$ cat config.mk
export PLATFORM = sky130hd
export DESIGN_NAME = pc_trace_buffer
export DESIGN_NICKNAME = d
export VERILOG_FILES = /design/src/rtl/mips_trace_pkg.sv /design/src/rtl/trace_ram.sv /design/src/rtl/pc_trace_buffer.sv
export SDC_FILE = /design/constraint.sdc
export NUM_CORES = 1
export LEC_CHECK = 0
export ABC_AREA = 1
export BUFFER_PORTS_ARGS = -buffer_cell sky130_fd_sc_hd__buf_2
export CAP_MARGIN = 10
export CORE_AREA = 2 2 339 341
export CTS_BUF_LIST = sky130_fd_sc_hd__clkbuf_16
export CTS_CLUSTER_DIAMETER = 100
export DETAILED_ROUTE_END_ITERATION = 8
export DIE_AREA = 0 0 341 343
export PLACE_DENSITY_LB_ADDON = 0.08
export SKIP_LAST_GASP = 1
export SLEW_MARGIN = 30
export SYNTH_ARGS = -nofsm -noshare
export SYNTH_HDL_FRONTEND = slang
export SYNTH_SLANG_ARGS = --single-unit
$ cat constraint.sdc
create_clock -name clk -period 5.6 [get_ports clk]
set_input_delay 1.12 -clock clk [delete_from_list [all_inputs] [get_ports clk]]
set_output_delay 1.12 -clock clk [all_outputs]
set_load 0.1 [all_outputs]
$ cat src/rtl/mips_trace_pkg.sv
// Shared definitions for the MIPS PC/instruction trace capture logic.
// Holds the drop-counter width, the entry-width helper and the full-buffer policy encodings.
package mips_trace_pkg;

  localparam int DROP_W = 16;

  typedef enum logic {
    TRACE_STOP = 1'b0,
    TRACE_CIRC = 1'b1
  } trace_wrap_e;

  function automatic int entry_w(input int addr_w, input int instr_w);
    return addr_w + instr_w;
  endfunction

endpackage

$ cat src/rtl/trace_ram.sv
// Simple dual-port trace storage: synchronous write, asynchronous read.
// The array has no reset; validity is tracked by the owner's count.
module trace_ram #(
  parameter int DEPTH = 16,
  parameter int WIDTH = 64
) (
  input  logic                     clk,
  input  logic                     wr_en,
  input  logic [$clog2(DEPTH)-1:0] wr_addr,
  input  logic [WIDTH-1:0]         wr_data,
  input  logic [$clog2(DEPTH)-1:0] rd_addr,
  output logic [WIDTH-1:0]         rd_data
);

  logic [WIDTH-1:0] mem [DEPTH];

  always_ff @(posedge clk) begin
    if (wr_en) mem[wr_addr] <= wr_data;
  end

  assign rd_data = mem[rd_addr];

endmodule

$ cat src/rtl/pc_trace_buffer.sv
// PC/instruction trace capture FIFO (first-word fall-through) with optional de-duplication,
// selectable stop/circular full policy, sticky overflow flag and saturating drop counter.
module pc_trace_buffer
  import mips_trace_pkg::*;
#(
  parameter int ADDR_W  = 32,
  parameter int INSTR_W = 32,
  parameter int DEPTH   = 16,
  parameter int WRAP    = 0,
  parameter int DEDUP   = 1
) (
  input  logic                       clk,
  input  logic                       rst,
  input  logic                       cap_en,
  input  logic                       clr,
  input  logic                       tr_valid,
  input  logic [ADDR_W-1:0]          tr_pc,
  input  logic [INSTR_W-1:0]         tr_ir,
  output logic                       rd_valid,
  input  logic                       rd_ready,
  output logic [ADDR_W-1:0]          rd_pc,
  output logic [INSTR_W-1:0]         rd_ir,
  output logic [$clog2(DEPTH):0]     count,
  output logic                       overflow,
  output logic [DROP_W-1:0]          drop_cnt
);

  localparam int PW = $clog2(DEPTH);
  localparam int CW = PW + 1;
  localparam int EW = entry_w(ADDR_W, INSTR_W);
  localparam trace_wrap_e POLICY = (WRAP != 0) ? TRACE_CIRC : TRACE_STOP;

  logic [PW-1:0]      wr_ptr, rd_ptr;
  logic [ADDR_W-1:0]  last_pc;
  logic [INSTR_W-1:0] last_ir;
  logic               last_vld;
  logic               qual, changed, push, pop, full, drop, wr_en, rd_adv, inc, dec;
  logic [EW-1:0]      head;

  trace_ram #(
    .DEPTH (DEPTH),
    .WIDTH (EW)
  ) u_ram (
    .clk     (clk),
    .wr_en   (wr_en),
    .wr_addr (wr_ptr),
    .wr_data ({tr_pc, tr_ir}),
    .rd_addr (rd_ptr),
    .rd_data (head)
  );

  assign rd_valid = (count != '0);

  // A circular-mode push into a full buffer writes over the head slot and moves both pointers.
  always_comb begin
    qual    = cap_en & tr_valid;
    changed = (DEDUP == 0) || !last_vld || (tr_pc != last_pc) || (tr_ir != last_ir);
    push    = qual & changed;
    pop     = rd_valid & rd_ready;
    full    = (count == CW'(DEPTH));
    drop    = push & full & ~pop;
    wr_en   = push & ~clr & (~full | pop | (POLICY == TRACE_CIRC));
    rd_adv  = pop | (wr_en & full);
    inc     = wr_en & ~full & ~pop;
    dec     = pop & ~wr_en;
  end

  always_comb begin
    rd_pc = '0;
    rd_ir = '0;
    if (rd_valid) begin
      rd_pc = head[EW-1:INSTR_W];
      rd_ir = head[INSTR_W-1:0];
    end
  end

  always_ff @(posedge clk or negedge rst) begin
    if (!rst) begin
      wr_ptr   <= '0;
      rd_ptr   <= '0;
      count    <= '0;
      overflow <= 1'b0;
      drop_cnt <= '0;
      last_pc  <= '0;
      last_ir  <= '0;
      last_vld <= 1'b0;
    end else if (clr) begin
      wr_ptr   <= '0;
      rd_ptr   <= '0;
      count    <= '0;
      overflow <= 1'b0;
      drop_cnt <= '0;
      last_vld <= 1'b0;
    end else begin
      if (qual) begin
        last_pc  <= tr_pc;
        last_ir  <= tr_ir;
        last_vld <= 1'b1;
      end
      if (wr_en)  wr_ptr <= wr_ptr + PW'(1);
      if (rd_adv) rd_ptr <= rd_ptr + PW'(1);
      if (inc)      count <= count + CW'(1);
      else if (dec) count <= count - CW'(1);
      if (drop) begin
        overflow <= 1'b1;
        if (drop_cnt != '1) drop_cnt <= drop_cnt + DROP_W'(1);
      end
    end
  end

endmodule

; Word level (Yosys, flattened, before mapping)
; Memories as Yosys holds them, arrays and structs flattened.
; Index checks and enable logic that the tools add are counted.
[totals]
reg_bits = 95
ram_bits = 1024
input_bits = 70
out_inout_bits = 87
word_cells = 65
memories = 1
[memory_table]
columns = name, depth, width, rd, rd_ports_with_merged_regs, wr, line_no
row1 = u_ram.mem, 16, 64, 1, 0, 1, trace_ram.sv:15  ; logic [WIDTH-1:0] mem [DEPTH];
[op_classes]
n_addsub = 5
n_eq_ne = 4
n_mux = 18
n_bitwise = 17
n_reduce_logical = 12
[op_table]
columns = operator, n
row1 = $mux W32, 2
row2 = $ne A32 B32 Y1, 2
row3 = $mux W16, 3
row4 = $add A16 B1 Y16 const B, 1
row5 = $mux W4, 4
row6 = $ne A16 B16 Y1 const B, 1
row7 = $mux W5, 3
row8 = $and A1 B1 Y1, 11
row9 = $reduce_bool A2 Y1, 5
row10 = $add A4 B1 Y4 const B, 2
row11 = $mux W1, 6
row12 = $add A5 B1 Y5 const B, 1
row13 = $eq A5 B5 Y1 const B, 1
row14 = $reduce_bool A5 Y1, 1
row15 = $sub A5 B1 Y5 const B, 1
row16 = $not A1 Y1, 4
row17 = $reduce_and A2 Y1, 2
row18 = $reduce_bool A3 Y1, 1
row19 = $logic_or A1 B1 Y1, 2
row20 = $or A1 B1 Y1, 2
row21 = $logic_not A1 Y1, 1

; Longest topological paths before layout
[depth]
ltp_word = 11
ltp_mapped = 19
depth_no_buf = 19

; Modules after synthesis
; A second synthesis with hierarchy kept.
[unflattened]
cells_unflattened = 5023
area_unflattened_um2 = 49834.0
[by_module_without_submodules]
columns = mod, instances, cells_each, area_each_um2, seq_area_each_um2
row1 = trace_ram, 1, 4146, 44004.7, 30749.5
row2 = pc_trace_buffer, 1, 877, 5829.3, 2377.3

; Least setup slack after synthesis
; OpenSTA, ideal clock, no wires.
[synth_timing]
path_kind = input-to-reg
start = input port tr_ir[5]
end = memory u_ram.mem[0][0] (enable)
setup_ps = 486
arrival_time_ps = 4725
required_time_ps = 5114
slack_ps = 388
stages = 11
path_buffers = 0
cell_sequence = inv_1 > or2_0 > nand3_1 > nor2_1 > nand2_1 > nor2_1 > nand3_4 > nand3_1 > inv_1 > nand2_1 > nor2_1
[synth_via]
elab_chain_len = 7
[synth_lines]
columns = item, line_no
row1 = from (decl), pc_trace_buffer.sv:18  ; input logic [INSTR_W-1:0] tr_ir,
row2 = $ne A32 B32 Y1, pc_trace_buffer.sv:57  ; changed = (DEDUP == 0) || !last_vld || (tr_pc != last_pc) || (tr_ir != last_ir);
row3 = $logic_or A1 B1 Y1, pc_trace_buffer.sv:57
row4 = $and A1 B1 Y1, pc_trace_buffer.sv:58  ; push = qual & changed;
row5 = $and A1 B1 Y1 (2 in a row), pc_trace_buffer.sv:62  ; wr_en = push & ~clr & (~full | pop | (POLICY == TRACE_CIRC));
row6 = $mux W1, trace_ram.sv:18  ; if (wr_en) mem[wr_addr] <= wr_data;
row7 = $mux W1 (implied by the code), trace_ram.sv:18
row8 = to (decl), trace_ram.sv:15
; No other way between the ends.

; Worst setup path after layout
[layout_timing]
start = register rd_ptr[0]
end = output port rd_pc[7]
[layout_via]
elab_chain_len = 2
[layout_lines]
columns = item, line_no
row1 = from (decl), pc_trace_buffer.sv:33  ; logic [PW-1:0] wr_ptr, rd_ptr;
row2 = from (signal assigned), pc_trace_buffer.sv:101  ; if (rd_adv) rd_ptr <= rd_ptr + PW'(1);
row3 = $mem_v2 Z16 W64, --
row4 = $mux W32, pc_trace_buffer.sv:71  ; if (rd_valid) begin
row5 = to (decl), pc_trace_buffer.sv:21  ; output logic [ADDR_W-1:0] rd_pc,
; No other way between the ends.

==> impl_results.md <==
* Data required, critical path at 4.48 ns
* Reg2reg start: last_pc[15]
* Post-synthesis sequential area ratio at 0.7353
* Tot GR Track Use at 0.2219
* Warning count from the yosys run at 0
* Post-CTS setup buffer count at 0
* Worst setup margin at 0.5549 ns
* Post_cts resized at 0
* Syn avg cell area at ~13 um^2
* Yosys cell types at 39
* Final setup fails at 0
* P&R area growth vs syn at 14.10%
* Final Net Count at 3,667
* Top cell type by total area after synthesis: edfxtp_1
* GPL Wtd Cong at 0.7608
* Main synth FF type: edfxtp_1
* Pre-CTS WS at ~1.1 ns
* Post-route ant nets at 0
* Vias in the first global route at 29,066
* Core footprint at 113,400 um^2
* Top cells by area, synth: edfxtp_1 68%, o21ai_0 5.5%, dfrtp_1 5.3%
* Most common cell in the netlist: edfxtp_1
* Outcome: finished clean
* Die area at roughly 120,000 um^2
* Synth Cell Area at 45,050 um^2
* Skew final at 0.03304 ns
* WL per Instance at ~25 um
* Drt via density at approximately 5.6
* Row Count at 124
* DPL Wire Length at 66,890 um
* Worst-Margin Slew at 1.030 ns
* MaxCap Viol Count at 0
* Global-route wire length before repair at 193,100 um
* Power Density at 451.2 nW/um^2
* Die X at 341 um
* Starting Density at 0.3972
* Port Buffers at ~160
* Crit path arrival time at 3.93 ns
* Worst setup SP type: flip-flop
* Worst Reg-to-Reg Cells at 14
* Tcrit/Tclk final at 0.9009
* DRC Markers at 0
* H-tree Lvls at 3
* Setup CP Type: flip-flop to output port
* Clock sinks at 1,119
* CTS tree: built
* Max clock buf depth at 3
* Fin crit period at 5.045 ns
* Detailed Route Iter0 Violations at 2,483
* Clk_lat worst skew at 0.72 ns
* Num CTS Buffers at 119
* Reg2Reg Setup Slack at about 2.2 ns
* Initial antenna violation count at 11
* Vias at approximately 29,000
* RSZ-0062 raised after global routing: no
* DRT Pass-1 Iters at 5
* Commonest cells in the netlist: 1,024 x edfxtp_1, 576 x nor2_1, 497 x o21ai_0, 269 x nand2_1, 190 x o221ai_1
* Final core utilization at 0.4532
* Max VDD drop at roughly 0.32 mV
* Hold_ws at 0.4487 ns
* Setup_tns at 0 ns
* Max_slew headroom at 0.3136
* Post-synth EDFFs at a little over 1,000
* Hold_buf cts at 0
* Crit end category: output port
* Number of hold violations in the final report at 0
* Top cell type's share of synthesized area at 0.6826
* R2r endpoint: u_ram.mem[15][17]
* Hold Crit Class: primary input to asynchronous set/reset pin
* Clk pin slew, worst setup/hold paths at 0.06 ns
* Syn Inst Count at between 3,000 and 4,000
* Share of layout cells above drive strength 1 at 0.1214
* Largest net degree at the start of global routing at 210
* Post-synth ARST share at 0.08490
* Max Clk Rate at just under 200 MHz
* Pleak at 17.23 nW
* Grt ovf at 0
* Routed WL at 131,400 um
* Crit path max fanout at roughly 210
* Root buf cell: clkbuf_16
* Post-Synthesis Net Count at 3,551
* #FFs+latches synth at 1,119
* Die Y at 343 um
* Slew Viols, Final at 0
* Num ports at 157
## layout make-up
type / count / area (um^2)
Antenna cell: 1 / 2.502
Clock buffer: 121 / 3028
Clock inverter: 104 / 742.0
Fill cell: 10171 / 62010
Inverter: 109 / 435.4
Multi-Input combinational cell: 2004 / 10470
Sequential cell: 1119 / 33140
Tap cell: 1512 / 1892
Timing Repair Buffer: 233 / 1689
## worst max-delay path by stage
stage / startpoint / to / slack (ns) / cells after the start
floorplan: tr_ir[5] / u_ram.mem[0][0] / 0.39 / 11
global placement: tr_ir[21] / u_ram.mem[2][47] / 0.98 / 14
detailed placement: tr_ir[21] / u_ram.mem[15][13] / 1.14 / 14
CTS: rd_ptr[0] / rd_pc[7] / 0.50 / 7
global route: rd_ptr[0] / rd_pc[7] / 0.36 / 7
finish: rd_ptr[0] / rd_pc[7] / 0.55 / 7
## cell usage in the layout (no fill, tap or decap), types with 3 or more instances in the layout
cell type,n
o221ai_1,190
clkbuf_16,121
o22ai_1,67
a21oi_1,70
buf_12,17
buf_6,4
inv_1,127
clkinvlp_4,4
ha_1,10
nor3_1,3
nand2_2,4
o21ai_1,75
buf_4,52
inv_2,4
dfrtp_4,4
o211ai_1,66
nand4_1,8
xnor2_1,21
nand3_2,7
o31ai_1,10
xor2_1,17
nor2_4,19
o21ai_0,497
clkinv_2,20
nand3_1,93
edfxtp_1,1024
bufinv_16,9
inv_6,4
clkinv_1,38
o21ai_2,4
nor2_2,3
buf_2,155
buf_16,5
dfrtp_1,91
nor2_1,559
nand2_1,269
or2_0,5
## state kept, by name, indices dropped and copies added (netlist names)
register   count
count          5
last_pc       32
overflow       1
last_vld       1
last_ir       32
wr_ptr         4
u_ram.mem   1024
rd_ptr         4
drop_cnt      16
## per-layer routing
layer | vias up | global-route usage | part of all wire
li1 | 13150 | - | -
met1 | 14927 | 0.2964 | 0.43
met2 | 877 | 0.3768 | 0.49
met3 | 180 | 0.03718 | 0.056
met4 | 10 | 0.05754 | 0.020
met5 | - | 0 | 0.00052
## worst max-delay path, cell delays in order (launching register included)
cell      delay (ns)
dfrtp_4         0.60
inv_16          0.39
buf_4           0.48
o21ai_0         0.13
o221ai_1        0.21
o211ai_1        0.11
a21oi_1         0.43
buf_2           0.52
## cells by family (layout without fill, tap and decap cells)
family	Yosys count	in the layout	synth area share
xor+xnor	38	38	0.007388
flops	1119	1119	0.7353
simple gates	975	975	0.08776
compound gates	980	980	0.1312
fa+ha+maj	11	11	0.003222
buf+inv	347	567	0.03513
other cells	0	1	0
## power breakdown
part | internal [mW] | switching [mW]
clock | 4.31 | 3.27
combinational | 1.16 | 5.11
sequential | 9.25 | 0.0992
## through the flow
step / total power [mW] / instance area [um^2] / instances
3_3_place_gp: 15.75 / 47460 / 4971
6_report: 23.19 / 51400 / 5203
4_1_cts: 23.42 / 51370 / 5201
3_5_place_dp: 15.83 / 47600 / 4976
5_1_grt: 24.11 / 51400 / 5202
2_1_floorplan: 14.30 / 45050 / 3470
No activity file was read; power rests on OpenSTA's default activity.
